`config.mk`:
```
export PLATFORM = sky130hd
export DESIGN_NAME = universal_switch_box
export DESIGN_NICKNAME = d
export VERILOG_FILES = /design/src/rtl/universal_switch_box.sv
export SDC_FILE = /design/constraint.sdc
export NUM_CORES = 1
export LEC_CHECK = 0
export CORE_MARGIN = 4
export CORE_UTILIZATION = 29
export CTS_CLUSTER_DIAMETER = 200
export DETAILED_ROUTE_END_ITERATION = 10
export PLACE_DENSITY = 0.87
export SYNTH_ARGS = -nofsm -noshare
export SYNTH_HDL_FRONTEND = slang
export SYNTH_SLANG_ARGS = --single-unit
```
`constraint.sdc`:
```
create_clock -name clk -period 1.6 [get_ports clk]
set_clock_uncertainty 0.15 [all_clocks]
set_input_delay 0.32 -clock clk [delete_from_list [all_inputs] [get_ports clk]]
set_output_delay 0.32 -clock clk [all_outputs]
set_load 0.01 [all_outputs]
```
`src/rtl/universal_switch_box.sv`:
```
// universal_switch_box: static-config unidirectional switch box with registered illegal-select flag
module universal_switch_box #(
  parameter int W = 7
) (
  input  logic           clk,
  input  logic           rst_n,
  input  logic [W-1:0]   north_in,
  input  logic [W-1:0]   east_in,
  input  logic [W-1:0]   south_in,
  input  logic [W-1:0]   west_in,
  output logic [W-1:0]   north_out,
  output logic [W-1:0]   east_out,
  output logic [W-1:0]   south_out,
  output logic [W-1:0]   west_out,
  input  logic [8*W-1:0] c,
  output logic           cfg_err
);
  logic [W-1:0] n_mux, e_mux, s_mux, w_mux;
  logic err_next;
  function automatic logic pick(input logic [1:0] s, input logic x0, input logic x1, input logic x2);
    return s == 2'd0 ? x0 : s == 2'd1 ? x1 : s == 2'd2 ? x2 : 1'b0;
  endfunction
  for (genvar k = 0; k < W / 2; k++) begin : g_pair
    localparam int A = 2 * k;
    localparam int B = 2 * k + 1;
    localparam int BS = 16 * k;
    assign n_mux[A] = pick(c[BS+1:BS],   east_in[A],  south_in[A], west_in[B]);
    assign e_mux[B] = pick(c[BS+3:BS+2], south_in[A], west_in[B],  north_in[B]);
    assign s_mux[B] = pick(c[BS+5:BS+4], west_in[B],  north_in[B], east_in[A]);
    assign w_mux[A] = pick(c[BS+7:BS+6], north_in[B], east_in[A],  south_in[A]);
    assign n_mux[B] = pick(c[BS+9:BS+8],   east_in[B],  south_in[B], west_in[A]);
    assign e_mux[A] = pick(c[BS+11:BS+10], south_in[B], west_in[A],  north_in[A]);
    assign s_mux[A] = pick(c[BS+13:BS+12], west_in[A],  north_in[A], east_in[B]);
    assign w_mux[B] = pick(c[BS+15:BS+14], north_in[A], east_in[B],  south_in[B]);
  end
  if (W % 2 == 1) begin : g_last
    localparam int T = W - 1;
    localparam int BS = 8 * T;
    assign n_mux[T] = pick(c[BS+1:BS],   east_in[T],  south_in[T], west_in[T]);
    assign e_mux[T] = pick(c[BS+3:BS+2], south_in[T], west_in[T],  north_in[T]);
    assign s_mux[T] = pick(c[BS+5:BS+4], west_in[T],  north_in[T], east_in[T]);
    assign w_mux[T] = pick(c[BS+7:BS+6], north_in[T], east_in[T],  south_in[T]);
  end
  assign north_out = {W{rst_n}} & n_mux;
  assign east_out  = {W{rst_n}} & e_mux;
  assign south_out = {W{rst_n}} & s_mux;
  assign west_out  = {W{rst_n}} & w_mux;
  // every 2-bit slice of c is a field, so any slice equal to 3 is illegal
  always_comb begin
    err_next = 1'b0;
    for (int i = 0; i < 4 * W; i++) err_next = err_next | (c[2*i] & c[2*i+1]);
  end
  // register the illegal-select flag, cleared asynchronously by reset
  always_ff @(posedge clk or negedge rst_n) begin
    if (!rst_n) cfg_err <= 1'b0;
    else cfg_err <= err_next;
  end
endmodule

```
* Word-level counts from Yosys, hierarchy flattened
Cells that the tools add are included.
** Storage, ports and cells
- Latch bits :: 0
- ROM bits :: 0
- Bits of input ports :: 86
- Memory bits (writable) :: 0
- Output and inout port bits :: 29
- Word-level logic and storage cells :: 228
- Flip-flop bits (word level) :: 1
- Memories :: 0
** Operators by class
- Bitwise gates (word level) :: 59
- Reductions and logical operators :: 28
- Equal/unequal tests :: 56
- Mux-type cells :: 84
- $add $sub $neg :: 0
- Magnitude comparators :: 0
- Multipliers :: 0
- Shift operators :: 0
- Divide/modulo/power cells :: 0
** Operator list (number)
- $mux 1 :: 84
- $eq 2x1->1 const B :: 28
- $eq 2x2->1 const B :: 28
- $logic_not 2->1 :: 28
- $and 1x1->1 :: 28
- $and 7x7->7 :: 4
- $or 1x1->1 :: 27

* Depth between registers and ports, before layout
Gate-level depths: netlist of run 1.
- Depth in word-level cells :: 28
- Mapped depth :: 3
- Mapped depth without buffers :: 3

* Least setup slack after synthesis of run 1
No wires, ideal clock.
- Path type :: input to register
- Start point :: input c[16]
- End point :: register cfg_err
- Required time :: 1.311 ns
- Path buffers :: 0
- Setup time :: 0.139 ns
- Setup slack :: 0.243 ns
- Stages :: 3
- Data arrival time :: 1.068 ns
- Cell sequence :: a22oi_1 -> nand4_1 -> or4_1
** On the way
- Word-level cells in the longest chain between the ends :: 21
** Ends and longest elaborated chain
- start: declaration :: line 15 : input logic [8*W-1:0] c,
- $and 1x1->1 :: line 51 : for (int i = 0; i < 4 * W; i++) err_next = err_next | (c[2*i] & c[2*i+1]);
- $or 1x1->1 (20 in series) :: line 51
- named net err_next :: line 19 : logic err_next;
- end signal: assignment :: line 56 : else cfg_err <= err_next;
- end: declaration :: line 16 : output logic cfg_err
The timed path passes the listed nets, and every way through them passes these cells.

* Final worst setup path of run 1
- Start point :: input c[25]
- End point :: register cfg_err
** On the way
- Word-level cells in the longest chain between the ends :: 17
** Ends and longest elaborated chain (line)
- $and 1x1->1 :: 51
- $or 1x1->1 (16 in series) :: 51
- named net err_next :: 19
The timed path passes the listed nets, and every way through them passes these cells.

==> summary.txt, run 1 <==
Layout
  – Top flop regs: cfg_err (1)
  – Count of placed standard cells in the final layout, fillers left out: 327
  – Flip-flop count of the largest register after layout: 1
  – Largest register by flop count: cfg_err
  – Share of final-layout standard cells stronger than drive strength 1: 46.6%
  – Ant. Diodes: 0
  – Final Net Count: 371
  – Layout-stage area growth over the synthesis result: 132%

GRT
  – Met2 Track Usage GR: 45.0%
  – Maximum number of pins on one net before global-route repair: 21
  – Met3 Resource Use GR: 4.10%
  – Antenna violations before repair: 0
  – Highest-utilization routing layer at the global route stage: met2
  – Wire length of the first global-routing pass: 7900 um
  – Vias in the first global route: 1744
  – Gr ovfl total: 0
  – Met1 GRT Util: 24.5%
  – Overall global routing resource usage: 22.4%

Yosys
  – Share of synthesized area occupied by flip-flops and latches: 2.60%
  – Number of synthesized register bits: 1
  – Summed instance area of the synthesized netlist: 961 um2
  – Synthesized area per cell: 7.17 um2
  – Largest cells by area after synthesis: sky130_fd_sc_hd__mux2i_1, sky130_fd_sc_hd__and2_1, sky130_fd_sc_hd__nand3b_1
  – Adder and majority gate portion of the synthesized area: 0%
  – Total nets after synthesis: 220
  – Dominant register cell in the synthesized netlist: sky130_fd_sc_hd__dfrtp_1
  – Portion of synthesized cell area occupied by the leading cell type: 29.2%
  – Number of synthesis warnings: 0
  – Mux cell area share after synthesis: 29.2%
  – Xor/xnor share of the synthesized area: 0%
  – Most area-hungry cell type in the Yosys netlist: sky130_fd_sc_hd__mux2i_1
  – Compound-Gate Fraction of Synth Area: 27.0%
  – Mapped Cells: 134
  – Post-synthesis simple-gate area fraction: 40.5%
  – Fraction of registers with async set or reset after synthesis: 100%
  – Number of synthesized flops with an enable pin: 0
  – Unique masters post-synth: 12
  – Main combinational cell family by area after synthesis: simple AND/OR/NAND/NOR gates
  – Most instantiated cells after synthesis: sky130_fd_sc_hd__and2_1, sky130_fd_sc_hd__mux2i_1, sky130_fd_sc_hd__nand3b_1, sky130_fd_sc_hd__o21ai_0, sky130_fd_sc_hd__a22oi_1

Hold path
  – Class of the worst hold path: in -> async

Drt
  – Count of routing violations after the opening detailed-route iteration: 75
  – Average wire per cell in the routed design: 15.3 um
  – Overall via count from detail_route: 1658
  – Final Routed Wirelength: 4990 um
  – Drt pass-1 iters: 4
  – Number of antenna-violating nets in the routed design: 0
  – Avg Vias per Cell: 5.07
  – Remaining design rule violation count: 0

STA
  – Worst setup margin: -25.5 ps
  – Setup repair after global routing missed its margin: yes
  – Final Setup Violations: 1
  – Minimum period implied by the final worst setup slack: 1630 ps
  – Transition time of the tightest slew-check pin: 168 ps
  – Max_slew headroom: 88.5%
  – Highest Clock Rate: 615 MHz
  – Final Hold Vio Count: 0
  – Fraction of the cycle the final worst path needs: 102%
  – Number of slew-limit violations in the final report: 0

Die
  – Core Footprint: 3100 um2
  – Die Y-Extent: 65.6 um
  – Boundary pin count: 115
  – Number of standard-cell rows in the floorplan: 20
  – Initial core utilization: 31.0%
  – Horizontal extent of the die: 65.6 um
  – Die footprint: 4300 um2

Place
  – Count of buffers from port buffering: 114
  – Post-Place Worst Slack: -673 ps
  – Cell count after placement: 325
  – Weighted congestion at the end of routability-driven global placement: 0.826
  – Placed wire-length estimate after detailed placement: 4180 um

CTS
  – Number of buffers inserted for hold repair after clock tree synthesis: 0
  – Clock transition at the registers of the reported paths: 0 ps

Worst setup path
  – Type of the worst setup path: in -> reg
  – Endpoint class of the critical path: register
  – Crit path max fanout: 3
  – WP data required: 1310 ps
  – Launching element type of the critical path: input port
  – Crit path arrival time: 1330 ps

Job
  – Total of max-cap violations: 0

Pwr
  – Peak supply drop: 0.136 mV
  – Leakage dissipation: 0.00112 uW
  – Ratio of total power to cell area: 258 nW/um2

Status
  – Violated checks: negative setup slack
  – Result of the run: complete, but fails checks
final timing paths:
path                       startpoint  endpoint  cells past startpoint  slack [ps]
min in group clk                 c[3]   cfg_err                      4         530
max in group asynchronous       rst_n   cfg_err                      2         910
hold / removal                  rst_n   cfg_err                      2         280
setup / recovery                c[25]   cfg_err                      5         -30
logic make-up (layout without fill, tap and decap cells):
| group | Yosys count | in the layout |
|---|---|---|
| AOI/OAI and AO/OA | 42 | 42 |
| DFF | 1 | 1 |
| muxes | 28 | 28 |
| and+or+nand+nor | 61 | 61 |
| buffers and inverters | 2 | 151 |
area by class of cell:
| cell class | count | area [um2] |
|---|---|---|
| Sequential cell | 1 | 25.0 |
| Fill cell | 283 | 871 |
| Timing Repair Buffer | 151 | 1150 |
| Multi-Input combinational cell | 131 | 997 |
| Tap cell | 44 | 55.1 |
worst max-delay path: stages:
cell and delay [ps]:
sky130_fd_sc_hd__buf_8 100, sky130_fd_sc_hd__buf_6 100, sky130_fd_sc_hd__a22oi_2 190, sky130_fd_sc_hd__nand4_1 100
sky130_fd_sc_hd__or4_1 520
cells in the final DEF (no fill, tap or decap):
master and instances:
sky130_fd_sc_hd__nand3b_1 21, sky130_fd_sc_hd__clkdlybuf4s15_1 19, sky130_fd_sc_hd__o21ai_1 12, sky130_fd_sc_hd__clkdlybuf4s50_1 1, sky130_fd_sc_hd__mux2i_2 1, sky130_fd_sc_hd__a22oi_2 14, sky130_fd_sc_hd__buf_8 1, sky130_fd_sc_hd__o21ai_0 9
sky130_fd_sc_hd__buf_12 1, sky130_fd_sc_hd__or4_1 1, sky130_fd_sc_hd__nand4_1 3, sky130_fd_sc_hd__clkdlybuf4s15_2 7, sky130_fd_sc_hd__buf_4 31, sky130_fd_sc_hd__and2_1 28, sky130_fd_sc_hd__o22ai_1 7, sky130_fd_sc_hd__dlygate4sd2_1 14
sky130_fd_sc_hd__mux2i_1 27, sky130_fd_sc_hd__clkbuf_2 15, sky130_fd_sc_hd__buf_6 16, sky130_fd_sc_hd__nand2_1 8, sky130_fd_sc_hd__dfrtp_1 1, sky130_fd_sc_hd__buf_2 46
report_power, final:
part	switching [uW]	internal, uW
logic	228	322
clock network	0	0
registers	0.00311	25.8
total	228	348
metal layers:
layer / wire length [um] / vias to the layer above
met5: 0 / -
met4: 27 / 0
met3: 411 / 2
met2: 2550 / 74
met1: 2010 / 756
li1: - / 826
through the flow:
step	power [uW]	instance area [um2]	hold WS [ps]	utilization (%)	setup TNS (ps)
after floorplan	194	961	-126	-	0
after global placement	632	2420	543	78.1	-17000
after detailed placement	642	2420	542	78.1	-17610
after CTS	562	2270	275	73.1	-67.0
after global routing	623	2230	308	71.9	-72.8
final	576	2230	275	71.9	-25.5
repair_timing:
| action | 4_1_cts | 5_1_grt |
|---|---|---|
| hold endpoints to repair | 0 | 0 |
| endpoints found under the setup margin | 29 | 22 |
| gates resized for setup | 324 | 72 |
| buffers inserted | 1 | 1 |
| pin swaps | 17 | 24 |
No activity file was read; power rests on OpenSTA's default activity.
==> run 2, diff against run 1 <==
Settings changed: CAP_MARGIN set to 20.
==> results of run 2 <==
The final DEF is identical to that of run 1; final timing and power are the same.
